===== config.mk =====
export PLATFORM = sky130hd
export DESIGN_NAME = brc_arb
export DESIGN_NICKNAME = d
export VERILOG_FILES = /design/src/rtl/brc_arb.sv
export SDC_FILE = /design/constraint.sdc
export NUM_CORES = 1
export LEC_CHECK = 0
export CAP_MARGIN = 20
export CORE_UTILIZATION = 40
export CTS_CLUSTER_DIAMETER = 40
export DETAILED_ROUTE_END_ITERATION = 10
export MAX_ROUTING_LAYER = met4
export PLACE_DENSITY_LB_ADDON = 0.08
export SYNTH_ARGS = -nofsm -noshare
export SYNTH_HDL_FRONTEND = slang
export SYNTH_SLANG_ARGS = --single-unit

===== constraint.sdc =====
create_clock -name i_clk -period 4.2 [get_ports i_clk]
set_input_delay 0.63 -clock i_clk [delete_from_list [all_inputs] [get_ports i_clk]]
set_output_delay 0.63 -clock i_clk [all_outputs]
set_load 0.01 [all_outputs]

===== src/rtl/brc_arb.sv =====
// Arbiter/sequencer for the shared execute-stage branch comparator: grants it to the
// branch unit or the SLT unit each cycle, registers the results and keeps branch statistics.

module brc (
   input  logic [31:0] a,
   input  logic [31:0] b,
   input  logic        sgn,
   output logic        eq,
   output logic        less
);

   assign eq   = (a == b);
   assign less = sgn ? ($signed(a) < $signed(b)) : (a < b);

endmodule

module brc_arb #(
   parameter int CNT_W      = 16,
   parameter int STARVE_MAX = 3
) (
   input  logic             i_clk,
   input  logic             i_rst_n,

   input  logic             i_br_valid,
   output logic             o_br_ready,
   input  logic [2:0]       i_br_funct3,
   input  logic [31:0]      i_br_rs1,
   input  logic [31:0]      i_br_rs2,
   input  logic [31:0]      i_br_pc,
   input  logic [31:0]      i_br_imm,
   output logic             o_br_rsp_valid,
   output logic             o_br_taken,
   output logic [31:0]      o_br_target,
   output logic             o_br_flush,
   output logic             o_br_illegal,

   input  logic             i_slt_valid,
   output logic             o_slt_ready,
   input  logic             i_slt_un,
   input  logic [31:0]      i_slt_rs1,
   input  logic [31:0]      i_slt_rs2,
   output logic             o_slt_rsp_valid,
   output logic [31:0]      o_slt_rd,

   output logic [CNT_W-1:0] o_br_cnt,
   output logic [CNT_W-1:0] o_taken_cnt
);

   localparam int            STARVE_W   = (STARVE_MAX < 1) ? 1 : $clog2(STARVE_MAX + 1);
   localparam logic [STARVE_W-1:0] STARVE_LIM = STARVE_W'(STARVE_MAX);

   logic [STARVE_W-1:0] starve_cnt;
   logic                force_slt;
   logic                br_grant;
   logic                slt_grant;

   logic [31:0]         cmp_a;
   logic [31:0]         cmp_b;
   logic                cmp_sgn;
   logic                cmp_eq;
   logic                cmp_less;

   logic                br_taken_d;
   logic                br_illegal_d;

   // Branch wins by fixed priority unless SLT has been denied STARVE_MAX cycles in a row.
   assign force_slt   = (starve_cnt == STARVE_LIM) & i_slt_valid;
   assign o_br_ready  = ~force_slt;
   assign o_slt_ready = force_slt | ~i_br_valid;
   assign br_grant    = i_br_valid & o_br_ready;
   assign slt_grant   = i_slt_valid & o_slt_ready;

   // Operand mux: when nobody is granted the SLT side drives the comparator harmlessly.
   assign cmp_a   = br_grant ? i_br_rs1 : i_slt_rs1;
   assign cmp_b   = br_grant ? i_br_rs2 : i_slt_rs2;
   assign cmp_sgn = br_grant ? ~i_br_funct3[1] : ~i_slt_un;

   brc u_brc (
      .a    (cmp_a),
      .b    (cmp_b),
      .sgn  (cmp_sgn),
      .eq   (cmp_eq),
      .less (cmp_less)
   );

   // NOTE: both outputs get a default before the case so no latch is inferred.
   always_comb begin
      br_taken_d   = 1'b0;
      br_illegal_d = 1'b0;
      case (i_br_funct3)
         3'b000:          br_taken_d   = cmp_eq;
         3'b001:          br_taken_d   = ~cmp_eq;
         3'b100, 3'b110:  br_taken_d   = cmp_less;
         3'b101, 3'b111:  br_taken_d   = ~cmp_less;
         default:         br_illegal_d = 1'b1;
      endcase
   end

   // NOTE: sequential state uses non-blocking assignments so every register samples pre-edge values.
   always_ff @(posedge i_clk or negedge i_rst_n) begin
      if (!i_rst_n) begin
         starve_cnt <= '0;
      end else if (!i_slt_valid || slt_grant) begin
         starve_cnt <= '0;
      end else if (starve_cnt != STARVE_LIM) begin
         starve_cnt <= starve_cnt + STARVE_W'(1);
      end
   end

   always_ff @(posedge i_clk or negedge i_rst_n) begin
      if (!i_rst_n) begin
         o_br_rsp_valid  <= 1'b0;
         o_br_taken      <= 1'b0;
         o_br_flush      <= 1'b0;
         o_br_illegal    <= 1'b0;
         o_slt_rsp_valid <= 1'b0;
      end else begin
         o_br_rsp_valid  <= br_grant;
         o_br_taken      <= br_grant & br_taken_d;
         o_br_flush      <= br_grant & br_taken_d;
         o_br_illegal    <= br_grant & br_illegal_d;
         o_slt_rsp_valid <= slt_grant;
      end
   end

   // Target and rd hold their last value between responses.
   always_ff @(posedge i_clk or negedge i_rst_n) begin
      if (!i_rst_n) begin
         o_br_target <= '0;
         o_slt_rd    <= '0;
      end else begin
         if (br_grant)
            o_br_target <= i_br_pc + i_br_imm;
         if (slt_grant)
            o_slt_rd <= {31'b0, cmp_less};
      end
   end

   always_ff @(posedge i_clk or negedge i_rst_n) begin
      if (!i_rst_n) begin
         o_br_cnt    <= '0;
         o_taken_cnt <= '0;
      end else if (br_grant) begin
         o_br_cnt <= o_br_cnt + CNT_W'(1);
         if (br_taken_d)
            o_taken_cnt <= o_taken_cnt + CNT_W'(1);
      end
   end

endmodule

==> qor.log, run 1 <==
[status] status finished, final reports clean
[setup_path] WP data required 4.41 ns
[synthesis] Post-Synthesis Mean Instance Area 8.44 sq um
[clocking] clock buffers created by TritonCTS 9
[floorplan] Core Region 15200 sq um
[power_and_ir_drop] maximum VDD drop 0.191 mV
[place] Post-DP HPWL 14.5 mm
[timing] Peak Freq 265 MHz
[route] overall via count from detail_route 6073
[layout] final-stage net count 1270
[synthesis] leading post-synthesis cells by cell area sky130_fd_sc_hd__dfrtp_1, sky130_fd_sc_hd__ha_1, sky130_fd_sc_hd__nand2_1, sky130_fd_sc_hd__mux2i_1, sky130_fd_sc_hd__xor2_1
[floorplan] die area 16100 sq um
[global_route] pin count of the biggest net entering global routing 72
[setup_path] Buffers & Inverters on Critical Path 2
[global_route] first-pass GRT wire length 28.4 mm
[power_and_ir_drop] switching power as a share of total power 0.326
[route] DR vias/cell 5.08
[synthesis] Seq/Total Area, Yosys 0.285
[place] pre-CTS setup slack 0.106 ns
[route] mean routed wirelength per cell 14.9 microns
[layout] final non-filler cell area 9350 sq um
[power_and_ir_drop] design internal power 1.91 mW
[setup_path] launching element type of the critical path input pin
[floorplan] Site Rows 45
[timing] Period Utilization, post-route 0.897
[layout] Area growth, synth to finish 50.1%
[setup_path] maximum fanout along the worst path 55
[timing] Worst Clk Skew 0.00422 ns
[synthesis] Synth async-reset ratio 1.00
[synthesis] number of synthesized register bits 71
[synthesis] number of distinct library cell variants in the gate-level netlist after synthesis 73
[timing] TNS Setup 0 ns
[power_and_ir_drop] power share of the combinational group 0.408
[clocking] buffer cell driving the clock tree root sky130_fd_sc_hd__clkbuf_16
[place] IO Port Bufs 271
[route] final routed DRC violation total 0
[layout] proportion of layout cells with a drive suffix above 1 0.0526
[timing] unrepaired setup endpoints after global routing false
[global_route] GRT Overall Usage 0.230
[timing] post-layout minimum cycle time 3.77 ns
[setup_path] critical-path cell list clkdlybuf4s50_1 -> a21boi_4 -> buf_12 -> mux2i_1 -> ha_1 -> nand4_1 -> nor4_4 -> nand2_1 -> a31oi_2 -> o21bai_4 -> xor2_1 -> a31oi_2 -> mux2_1
[setup_path] slowest cell on the critical path sky130_fd_sc_hd__clkdlybuf4s50_1
[worst_hold_path] type of the most critical hold path input pin to asynchronous set/reset pin
[setup_path] signal arrival time at the worst endpoint 3.98 ns
[global_route] remaining global-route overflow 0
[global_route] GR Util met3 0.0312
[setup_path] delay-heaviest family, CP compound AO/OA/AOI/OAI gates
[layout] most frequent standard cell in the layout excluding fill and tap cells sky130_fd_sc_hd__clkdlybuf4s50_1
[route] number of violations reported at the end of detailed-routing iteration 0 296
[place] routability congestion estimate from global placement 0.866
[floorplan] die height 127 microns
[timing] max-slew violation count 0
[clocking] maximum level of the CTS H-tree 3
[synthesis] cell taking the most area after synthesis sky130_fd_sc_hd__dfrtp_1
[synthesis] number of enable flip-flop cells after synthesis 0
[global_route] via count of the first global-routing pass 5703
[route] total wire length 17.8 mm
[layout] leading cell types in the layout, fill and taps excluded sky130_fd_sc_hd__clkdlybuf4s50_1, sky130_fd_sc_hd__nand2_1, sky130_fd_sc_hd__dfrtp_1
[power_and_ir_drop] Leak Pwr 4.33 nW
[clocking] CTS tree built
[timing] final setup violation count 0
[route] first-pass iteration count of the detailed router 5
[power_and_ir_drop] clock power share 0.262
[setup_path] Max stage delay on crit path 0.46 ns
[timing] remaining max-slew budget at the tightest pin 0.392
[global_route] antenna violations before repair 0
[place] post-placement cell area 9070 sq um
[power_and_ir_drop] Pwr per Cell Area 303 nW/um^2
[flow_run] max-cap viol count 0
[power_and_ir_drop] Net Sw Power 0.922 mW
[synthesis] number of instances in the synthesized netlist 738
[global_route] met1 layer usage reported by global route 0.293
[clocking] clock network latency to the later pin of the worst-skew pair 0.33 ns
[synthesis] area of the mapped netlist 6230 sq um
[synthesis] Synth Flop Type sky130_fd_sc_hd__dfrtp_1
[route] post-route ant nets 0
[setup_path] Crit path top cell by count sky130_fd_sc_hd__a31oi_2
[setup_path] type of element capturing the critical path flop
[synthesis] count of synthesis-stage warnings from yosys 0
[floorplan] horizontal extent of the die 127 microns
[floorplan] initial core utilization 0.410
[timing] Final Hold Viols 0
[clocking] number of buffers inserted by post-CTS setup repair 0
[clocking] clock transition time at the flip-flop clock pins of the worst setup and hold paths 0.06 ns
[clocking] number of clock sinks seen by CTS 71
[power_and_ir_drop] Sequential Power Share 0.329
[clocking] Clock Tree Buf Depth 2
[power_and_ir_drop] PnR Total Power 2.83 mW
[clocking] post-cts hold buffer count 0
[layout] n_diodes 0
[timing] PnR worst setup slack 0.432 ns
[setup_path] worst setup path category input pin to flop
[synthesis] area share of the largest cell type after synthesis 0.285
[clocking] Post-CTS Resized 0
[floorplan] Ports 303
[timing] Least-Margin Pin Slew 0.913 ns
[global_route] busiest metal layer after global routing met2
[global_route] GR Util met2 0.381
## stage by stage
step,hold slack [ns],util,std cells
finish,0.435,0.615,1195
global route,0.459,0.615,1195
CTS,0.439,0.615,1195
detailed placement,0.426,0.596,1180
global placement,0.426,0.596,1180
floorplan,0.334,-,768
## Yosys cell counts, types with 7 or more instances
library cell,number
sky130_fd_sc_hd__inv_1,12
sky130_fd_sc_hd__nor2_1,25
sky130_fd_sc_hd__dfrtp_1,71
sky130_fd_sc_hd__a21oi_1,41
sky130_fd_sc_hd__xnor2_1,26
sky130_fd_sc_hd__clkbuf_1,21
sky130_fd_sc_hd__nand4_1,16
sky130_fd_sc_hd__buf_4,32
sky130_fd_sc_hd__nand2_1,178
sky130_fd_sc_hd__a21o_1,21
sky130_fd_sc_hd__o21ai_0,33
sky130_fd_sc_hd__nand3_1,19
sky130_fd_sc_hd__xor2_1,30
sky130_fd_sc_hd__mux2i_1,32
sky130_fd_sc_hd__ha_1,66
sky130_fd_sc_hd__and3_1,7
## sequential cells by signal, indices dropped and copies added (netlist names)
register         flops
o_br_cnt            16
o_br_flush           1
o_br_illegal         1
o_br_rsp_valid       1
o_br_target         32
o_slt_rd             1
o_slt_rsp_valid      1
o_taken_cnt         16
starve_cnt           2
## worst paths after layout
| kind | start | end | slack (ns) | depth (start not counted) |
|---|---|---|---|---|
| setup reg to reg | starve_cnt[0] | o_taken_cnt[1] | 0.53 | 13 |
| setup / recovery | i_br_valid | o_taken_cnt[1] | 0.43 | 13 |
| hold reg to reg | starve_cnt[0] | starve_cnt[0] | 0.43 | 1 |
| hold / removal | i_rst_n | o_br_cnt[11] | 0.43 | 1 |
| min in group i_clk | starve_cnt[0] | starve_cnt[0] | 0.44 | 1 |
| max in group asynchronous | i_rst_n | o_br_target[8] | 3.18 | 1 |
## kinds of logic after synthesis
kind of cell | synth area share
AND/OR/NAND/NOR | 0.200
AO/OA/AOI/OAI | 0.177
flip-flops | 0.285
buffers and inverters | 0.0618
adder cells (fa/ha/maj) | 0.136
XOR/XNOR | 0.0787
multiplexers | 0.0610
other | 0.000602
## worst reg2reg max path, cell delays in order, from the launching register on
cell and delay (ns):
sky130_fd_sc_hd__dfrtp_1 0.39, sky130_fd_sc_hd__ha_1 0.27, sky130_fd_sc_hd__a21boi_4 0.28, sky130_fd_sc_hd__buf_12 0.32
sky130_fd_sc_hd__mux2i_1 0.32, sky130_fd_sc_hd__ha_1 0.22, sky130_fd_sc_hd__nand4_1 0.20, sky130_fd_sc_hd__nor4_4 0.28
sky130_fd_sc_hd__nand2_1 0.14, sky130_fd_sc_hd__a31oi_2 0.25, sky130_fd_sc_hd__o21bai_4 0.14, sky130_fd_sc_hd__xor2_1 0.16
sky130_fd_sc_hd__a31oi_2 0.22, sky130_fd_sc_hd__mux2_1 0.33
## power groups by stage
stage	registers (mW)	clock network (mW)	logic, mW
floorplan	0.979	0	0.539
global placement	0.941	0	1.15
detailed placement	0.943	0	1.16
CTS	0.932	0.763	1.16
global route	0.955	0.791	1.27
finish	0.932	0.743	1.16
## layer usage
layer | routed length (microns) | vias up
li1 | - | 3085
met1 | 8010 | 2761
met2 | 8620 | 199
met3 | 804 | 28
met4 | 359 | 0
met5 | 0 | -
## area by class of cell
| cell class | instances | area [sq um] |
|---|---|---|
| clock inverter | 6 | 62.6 |
| fill | 1374 | 5850 |
| multi-input combinational | 627 | 4180 |
| tap | 188 | 235 |
| timing repair buffer | 281 | 2820 |
| sequential | 71 | 1780 |
| clock buffer | 9 | 225 |
| inverter | 13 | 50.0 |
Power figures use the tool's default switching activity.
==> inputs of run 2 (changes only) <==
Settings changed: CORE_UTILIZATION 40 to 30, CTS_CLUSTER_SIZE set to 25.
==> run 2 against run 1 <==
Core utilization down 15 points. Sequential power about the same. Hold slack got worse by 0.015 ns. Clock skew up 0.0015 ns. Cell area is 1.5% higher. Wire length rose by 5.8%. Largest cell class unchanged.
==> qor.log, run 2 (synthesized netlist as in run 1, its figures left out) <==
[global_route] GRT Overall Usage 0.183
[place] Post-DP HPWL 15.5 mm
[route] DR vias/cell 4.67
[setup_path] setup slack of the most critical reg-to-reg path 0.61 ns
[timing] unrepaired setup endpoints after global routing false
[timing] remaining max-slew budget at the tightest pin 0.374
[layout] final-stage net count 1274
[floorplan] initial core utilization 0.307
[clocking] post-cts hold buffer count 0
[route] overall via count from detail_route 5990
[layout] final non-filler cell area 9500 sq um
[worst_hold_path] type of the most critical hold path input pin to asynchronous set/reset pin
[floorplan] Site Rows 52
[clocking] number of clock sinks seen by CTS 71
[global_route] first-pass GRT wire length 30.0 mm
[setup_path] Worst Reg2Reg Path Length in Cells 14
[power_and_ir_drop] PnR Total Power 2.87 mW
[clocking] Clock Tree Buf Depth 2
[layout] max FFs per register 32
[place] routability congestion estimate from global placement 0.826
[clocking] Post-CTS Resized 0
[floorplan] Ports 303
[power_and_ir_drop] Leak Pwr 4.35 nW
[setup_path] end of the worst register-to-register path o_taken_cnt[7]
[clocking] clock transition time at the flip-flop clock pins of the worst setup and hold paths 0.06 ns
[setup_path] slowest cell on the critical path sky130_fd_sc_hd__clkdlybuf4s50_1
[place] post-placement cell area 9200 sq um
[timing] Peak Freq 268 MHz
[flow_run] max-cap viol count 0
[timing] final setup violation count 0
[route] number of violations reported at the end of detailed-routing iteration 0 181
[timing] max-slew violation count 0
[global_route] pin count of the biggest net entering global routing 72
[layout] registers with the most flip-flops o_br_target: 32 flops, o_br_cnt: 16 flops, o_taken_cnt: 16 flops
[floorplan] die height 146 microns
[floorplan] die area 21300 sq um
[layout] leading cell types in the layout, fill and taps excluded sky130_fd_sc_hd__clkdlybuf4s50_1, sky130_fd_sc_hd__nand2_1, sky130_fd_sc_hd__dfrtp_1
[clocking] buffer cell driving the clock tree root sky130_fd_sc_hd__clkbuf_16
[clocking] clock network latency to the later pin of the worst-skew pair 0.34 ns
[timing] post-layout minimum cycle time 3.73 ns
[setup_path] signal arrival time at the worst endpoint 3.95 ns
[timing] Least-Margin Pin Slew 0.939 ns
[timing] Worst Clk Skew 0.00571 ns
[clocking] clock buffers created by TritonCTS 9
[layout] proportion of layout cells with a drive suffix above 1 0.0563
[timing] Final Hold Viols 0
[clocking] maximum level of the CTS H-tree 3
[global_route] remaining global-route overflow 0
[status] status finished, final reports clean
[setup_path] type of element capturing the critical path flop
[layout] final-layout fill cell count 2012
[route] first-pass iteration count of the detailed router 4
[setup_path] Max stage delay on crit path 0.46 ns
[route] post-route ant nets 0
[setup_path] Crit path top cell by count sky130_fd_sc_hd__a21oi_1
[layout] n_diodes 0
[timing] Period Utilization, post-route 0.887
[setup_path] launching element type of the critical path input pin
[setup_path] WP data required 4.42 ns
[clocking] number of buffers inserted by post-CTS setup repair 0
[setup_path] Reg-to-Reg Start starve_cnt[0]
[place] IO Port Bufs 271
[route] mean routed wirelength per cell 14.7 microns
[floorplan] Core Region 20300 sq um
[global_route] via count of the first global-routing pass 5709
[power_and_ir_drop] Pwr per Cell Area 302 nW/um^2
[timing] TNS Setup 0 ns
[global_route] antenna violations before repair 0
[route] total wire length 18.8 mm
[setup_path] maximum fanout along the worst path 20
[layout] Area growth, synth to finish 52.4%
[setup_path] critical-path cell list clkdlybuf4s50_1 -> a21boi_4 -> buf_12 -> buf_4 -> mux2i_1 -> ha_1 -> a21oi_1 -> nand2_1 -> a221oi_1 -> a31oi_2 -> o21bai_4 -> mux2i_4 -> a21oi_1 -> xor2_1
[setup_path] worst setup path category input pin to flop
[layout] most frequent standard cell in the layout excluding fill and tap cells sky130_fd_sc_hd__clkdlybuf4s50_1
[layout] largest reg by FF count o_br_target
[power_and_ir_drop] maximum VDD drop 0.144 mV
[floorplan] horizontal extent of the die 146 microns
[clocking] CTS tree built
[route] final routed DRC violation total 0
==> run 2: changes by cell type in the layout (fill, tap and decap cells not counted), sizes merged <==
cell / previous run / this run
clkbuf: 9 / 10
inv: 12 / 13
buf: 11 / 15
clkinv: 6 / 4
clkinvlp: 0 / 1
==> run 2: how the worst max path moves through the flow <==
stage / cells after the start / slack [ns] / startpoint / to
floorplan: 13 / 0.33 / i_br_valid / o_taken_cnt[1]
global placement: 14 / 0.15 / i_br_valid / o_taken_cnt[15]
detailed placement: 14 / 0.12 / i_br_valid / o_taken_cnt[15]
CTS: 14 / 0.47 / i_br_valid / o_taken_cnt[15]
global route: 15 / 0.18 / i_br_valid / o_taken_cnt[15]
finish: 14 / 0.47 / i_br_valid / o_taken_cnt[7]
==> run 2: metrics by stage <==
stage                     hold WS [ns]  utilization  std cells  setup slack, ns
after detailed placement         0.435        0.453       1266            0.122
after floorplan                  0.334            -        768            0.329
final                            0.420        0.468       1282            0.473
after global placement           0.424        0.453       1266            0.146
after CTS                        0.444        0.468       1282            0.472
after global routing             0.465        0.468       1282            0.177
==> run 2: final cells by class <==
class	instances	area (sq um)	area share
multi-input combinational	627	4180	0.440
timing repair buffer	285	2850	0.300
sequential	71	1780	0.187
tap	270	338	0.0356
clock buffer	10	229	0.0241
clock inverter	6	68.8	0.00725
inverter	13	50.0	0.00527
==> run 2: layer usage <==
| metal | vias up | part of all wire | track usage |
|---|---|---|---|
| met4 | 0 | 0.013 | 0.0417 |
| met5 | - | 0 | - |
| met1 | 2723 | 0.46 | 0.236 |
| li1 | 3087 | - | - |
| met3 | 14 | 0.049 | 0.0369 |
| met2 | 166 | 0.48 | 0.293 |
==> run 2: report_power, final <==
group	internal (mW)	total, mW	switching, mW
Combinational	0.647	1.17	0.521
Sequential	0.810	0.931	0.121
Clock	0.463	0.771	0.309
Total	1.92	2.87	0.951
==> run 2: worst max-delay path, delay by kind of cell <==
family | cells | cell delay [ns]
mux | 2 | 0.60
compound gates | 6 | 1.35
fa+ha+maj | 1 | 0.28
simple gates | 1 | 0.07
xor+xnor | 1 | 0.15
buf+inv | 3 | 0.84
==> RTL change, RTL diff (flow settings as in run 1) <==
Make the reset (`i_rst_n`) synchronous in 4 clocked blocks.
--- a/src/rtl/brc_arb.sv
+++ b/src/rtl/brc_arb.sv
@@ -98,5 +98,5 @@
 
    // NOTE: sequential state uses non-blocking assignments so every register samples pre-edge values.
-   always_ff @(posedge i_clk or negedge i_rst_n) begin
+   always_ff @(posedge i_clk) begin
       if (!i_rst_n) begin
          starve_cnt <= '0;
@@ -108,5 +108,5 @@
    end
 
-   always_ff @(posedge i_clk or negedge i_rst_n) begin
+   always_ff @(posedge i_clk) begin
       if (!i_rst_n) begin
          o_br_rsp_valid  <= 1'b0;
@@ -125,5 +125,5 @@
 
    // Target and rd hold their last value between responses.
-   always_ff @(posedge i_clk or negedge i_rst_n) begin
+   always_ff @(posedge i_clk) begin
       if (!i_rst_n) begin
          o_br_target <= '0;
@@ -137,5 +137,5 @@
    end
 
-   always_ff @(posedge i_clk or negedge i_rst_n) begin
+   always_ff @(posedge i_clk) begin
       if (!i_rst_n) begin
          o_br_cnt    <= '0;
Check against the original RTL: differs if i_rst_n is asserted again (counterexample within 4 cycles, from zero or initial values and one cycle with i_rst_n low); with i_rst_n held inactive, the same outputs for 10 cycles.
==> RTL change against run 1 <==
- fmax decreased by 1.4%
- power down 18%
- non-clock buffer count rose by 11
- final area up 2.3%
- die area rose by 2.3%
- sequential cell count stayed put
- worst setup slack worse by 0.052 ns
- register-to-register slack improved by 0.05 ns
- clock power grew 2%
- area after synthesis grew 2.4%
- routed wire length up 14%
- sequential share of layout area down 4.1 points
- clock skew grew 0.0023 ns
- largest cell class unchanged
- largest power group unchanged
==> RTL change: results (changes against run 1) <==
[yosys]
synth_cell_type_count = 72  ; was 73
synth_area_leaders = dfxtp_1 22%, ha_1 13%, nand2_1 9.8%, mux2i_1 7.4%, a21oi_1 4.5%  ; was dfrtp_1 29%, ha_1 13%, nand2_1 11%, mux2i_1 5.1%, xor2_1 4.2%
synth_warnings = 0  ; unchanged
yosysTopAreaCellShare_pct = 22.3  ; was 28.5%
synthTopCellsByCount = 166 x nand2_1, 71 x dfxtp_1, 66 x ha_1, 58 x a21oi_1, 47 x mux2i_1  ; was 178 x nand2_1, 71 x dfrtp_1, 66 x ha_1, 41 x a21oi_1, 33 x o21ai_0
async_flop_share_pct = 0  ; was 100%
yosysSeqAreaShare_pct = 22.3  ; was 28.5%

[timing]
maxSlewHeadroom_pct = 56.8  ; was 39.2%
finClkSkew_ns = 0.00653  ; was 0.00422 ns

[routing]
via_per_inst = 5.13  ; was 5.08
drt-total-wl_um = 20300  ; was 17800 um
wl_per_cell_um = 15.5  ; was 14.9 um
drt_iter0_markers = 253  ; was 296

[pwr]
seq_power_mw = 0.732  ; was 0.932 mW
p_leak_nw = 4.07  ; was 4.33 nW
netSwitchingFraction_pct = 32.4  ; was 32.6%
clockPowerShare_pct = 32.6  ; was 26.2%
ir_drop_v = 0.000212  ; was 0.000191 V

[placement]
place_area_um2 = 9280  ; was 9070 um2
routabilityCongestion = 0.885  ; was 0.866
place_hpwl_um = 16300  ; was 14500 um
dp.cells = 1290  ; was 1180
dp_slack_ns = 0.0300  ; was 0.106 ns

[clock_tree]
cts_made_buffers = 9  ; unchanged
postCtsResizedCells = 0  ; unchanged
clk_latency_ns = 0.35  ; was 0.33 ns
cts_setup_buffers = 0  ; unchanged

[worst_hold_path]
min-delay-start = starve_cnt[0]$_SDFFE_PP0P_
min_path_type = flip-flop to flip-flop  ; was input pin to async pin

[critical_path]
path_max_fanout = 20  ; was 55
worstPathArrival_ns = 4.09  ; was 3.98 ns
rr_startpoint = starve_cnt[0]$_SDFFE_PP0P_  ; was starve_cnt[0]$_DFFE_PN0P_

[grt]
grt_max_degree = 49  ; was 72
grt_pass1_vias = 6323  ; was 5703
grt_pass1_wl_um = 31700  ; was 28400 um
grt_usage_pct = 25.3  ; was 23.0%

[cells_and_area]
fill_cells = 1388  ; was 1374
final_layout_size_suffix_gt1_share_pct = 5.30  ; was 5.26%
num-nets-final = 1357  ; was 1270

[outcome]
status = finished, final reports clean  ; unchanged

RTL change: cell types whose count changed in the layout (fill, tap and decap cells not counted), sizes merged, moves of 11 or more:
cell,change
dfrtp,-71
nand2b,+13
xnor2,-16
o21ai,-12
nand2,-12
a21oi,+11
inv,+11
dfxtp,+71
xor2,-14
buf,+11
mux2i,+15
nand3,+16
RTL change: worst paths after layout:
path	slack (ns)	depth (start not counted)	end
min reg2reg	0.44	1	starve_cnt[0]$_SDFFE_PP0P_
max reg2reg	0.58	15	o_taken_cnt[8]$_SDFFE_PN0P_
max	0.38	15	o_taken_cnt[8]$_SDFFE_PN0P_
min	0.44	1	starve_cnt[0]$_SDFFE_PP0P_
RTL change: routing by layer:
metal  vias to the layer above  global-route usage, %  wire (um)
met4                         0                   8.30        346
met5                         -                      -          0
met1                      3026                   31.5       9160
met2                       207                   41.3       9710
met3                        31                   4.42       1090
li1                       3433                      -          -
RTL change: stage by stage:
stage               hold slack, ns  power (mW)
floorplan                    0.404        1.21
global placement             0.418        1.57
detailed placement           0.417        1.58
CTS                          0.433        2.34
global route                 0.469        2.45
finish                       0.435        2.33
RTL change: cell type report:
class,instances,area [um2],area share [%]
Sequential cell,71,1420,14.9
Clock buffer,9,225,2.35
Inverter,19,71.3,0.746
Multi-Input combinational cell,697,4590,48.0
Tap cell,211,264,2.76
Timing Repair Buffer,292,2930,30.6
Clock inverter,7,61.3,0.641
RTL change: cells by family after synthesis:
kind of cell | synth area share, %
multiplexers | 8.08
AND/OR/NAND/NOR | 25.2
adder cells (fa/ha/maj) | 13.3
other | 0.0588
XOR/XNOR | 3.57
buffers and inverters | 7.59
flip-flops | 22.3
AO/OA/AOI/OAI | 20.0
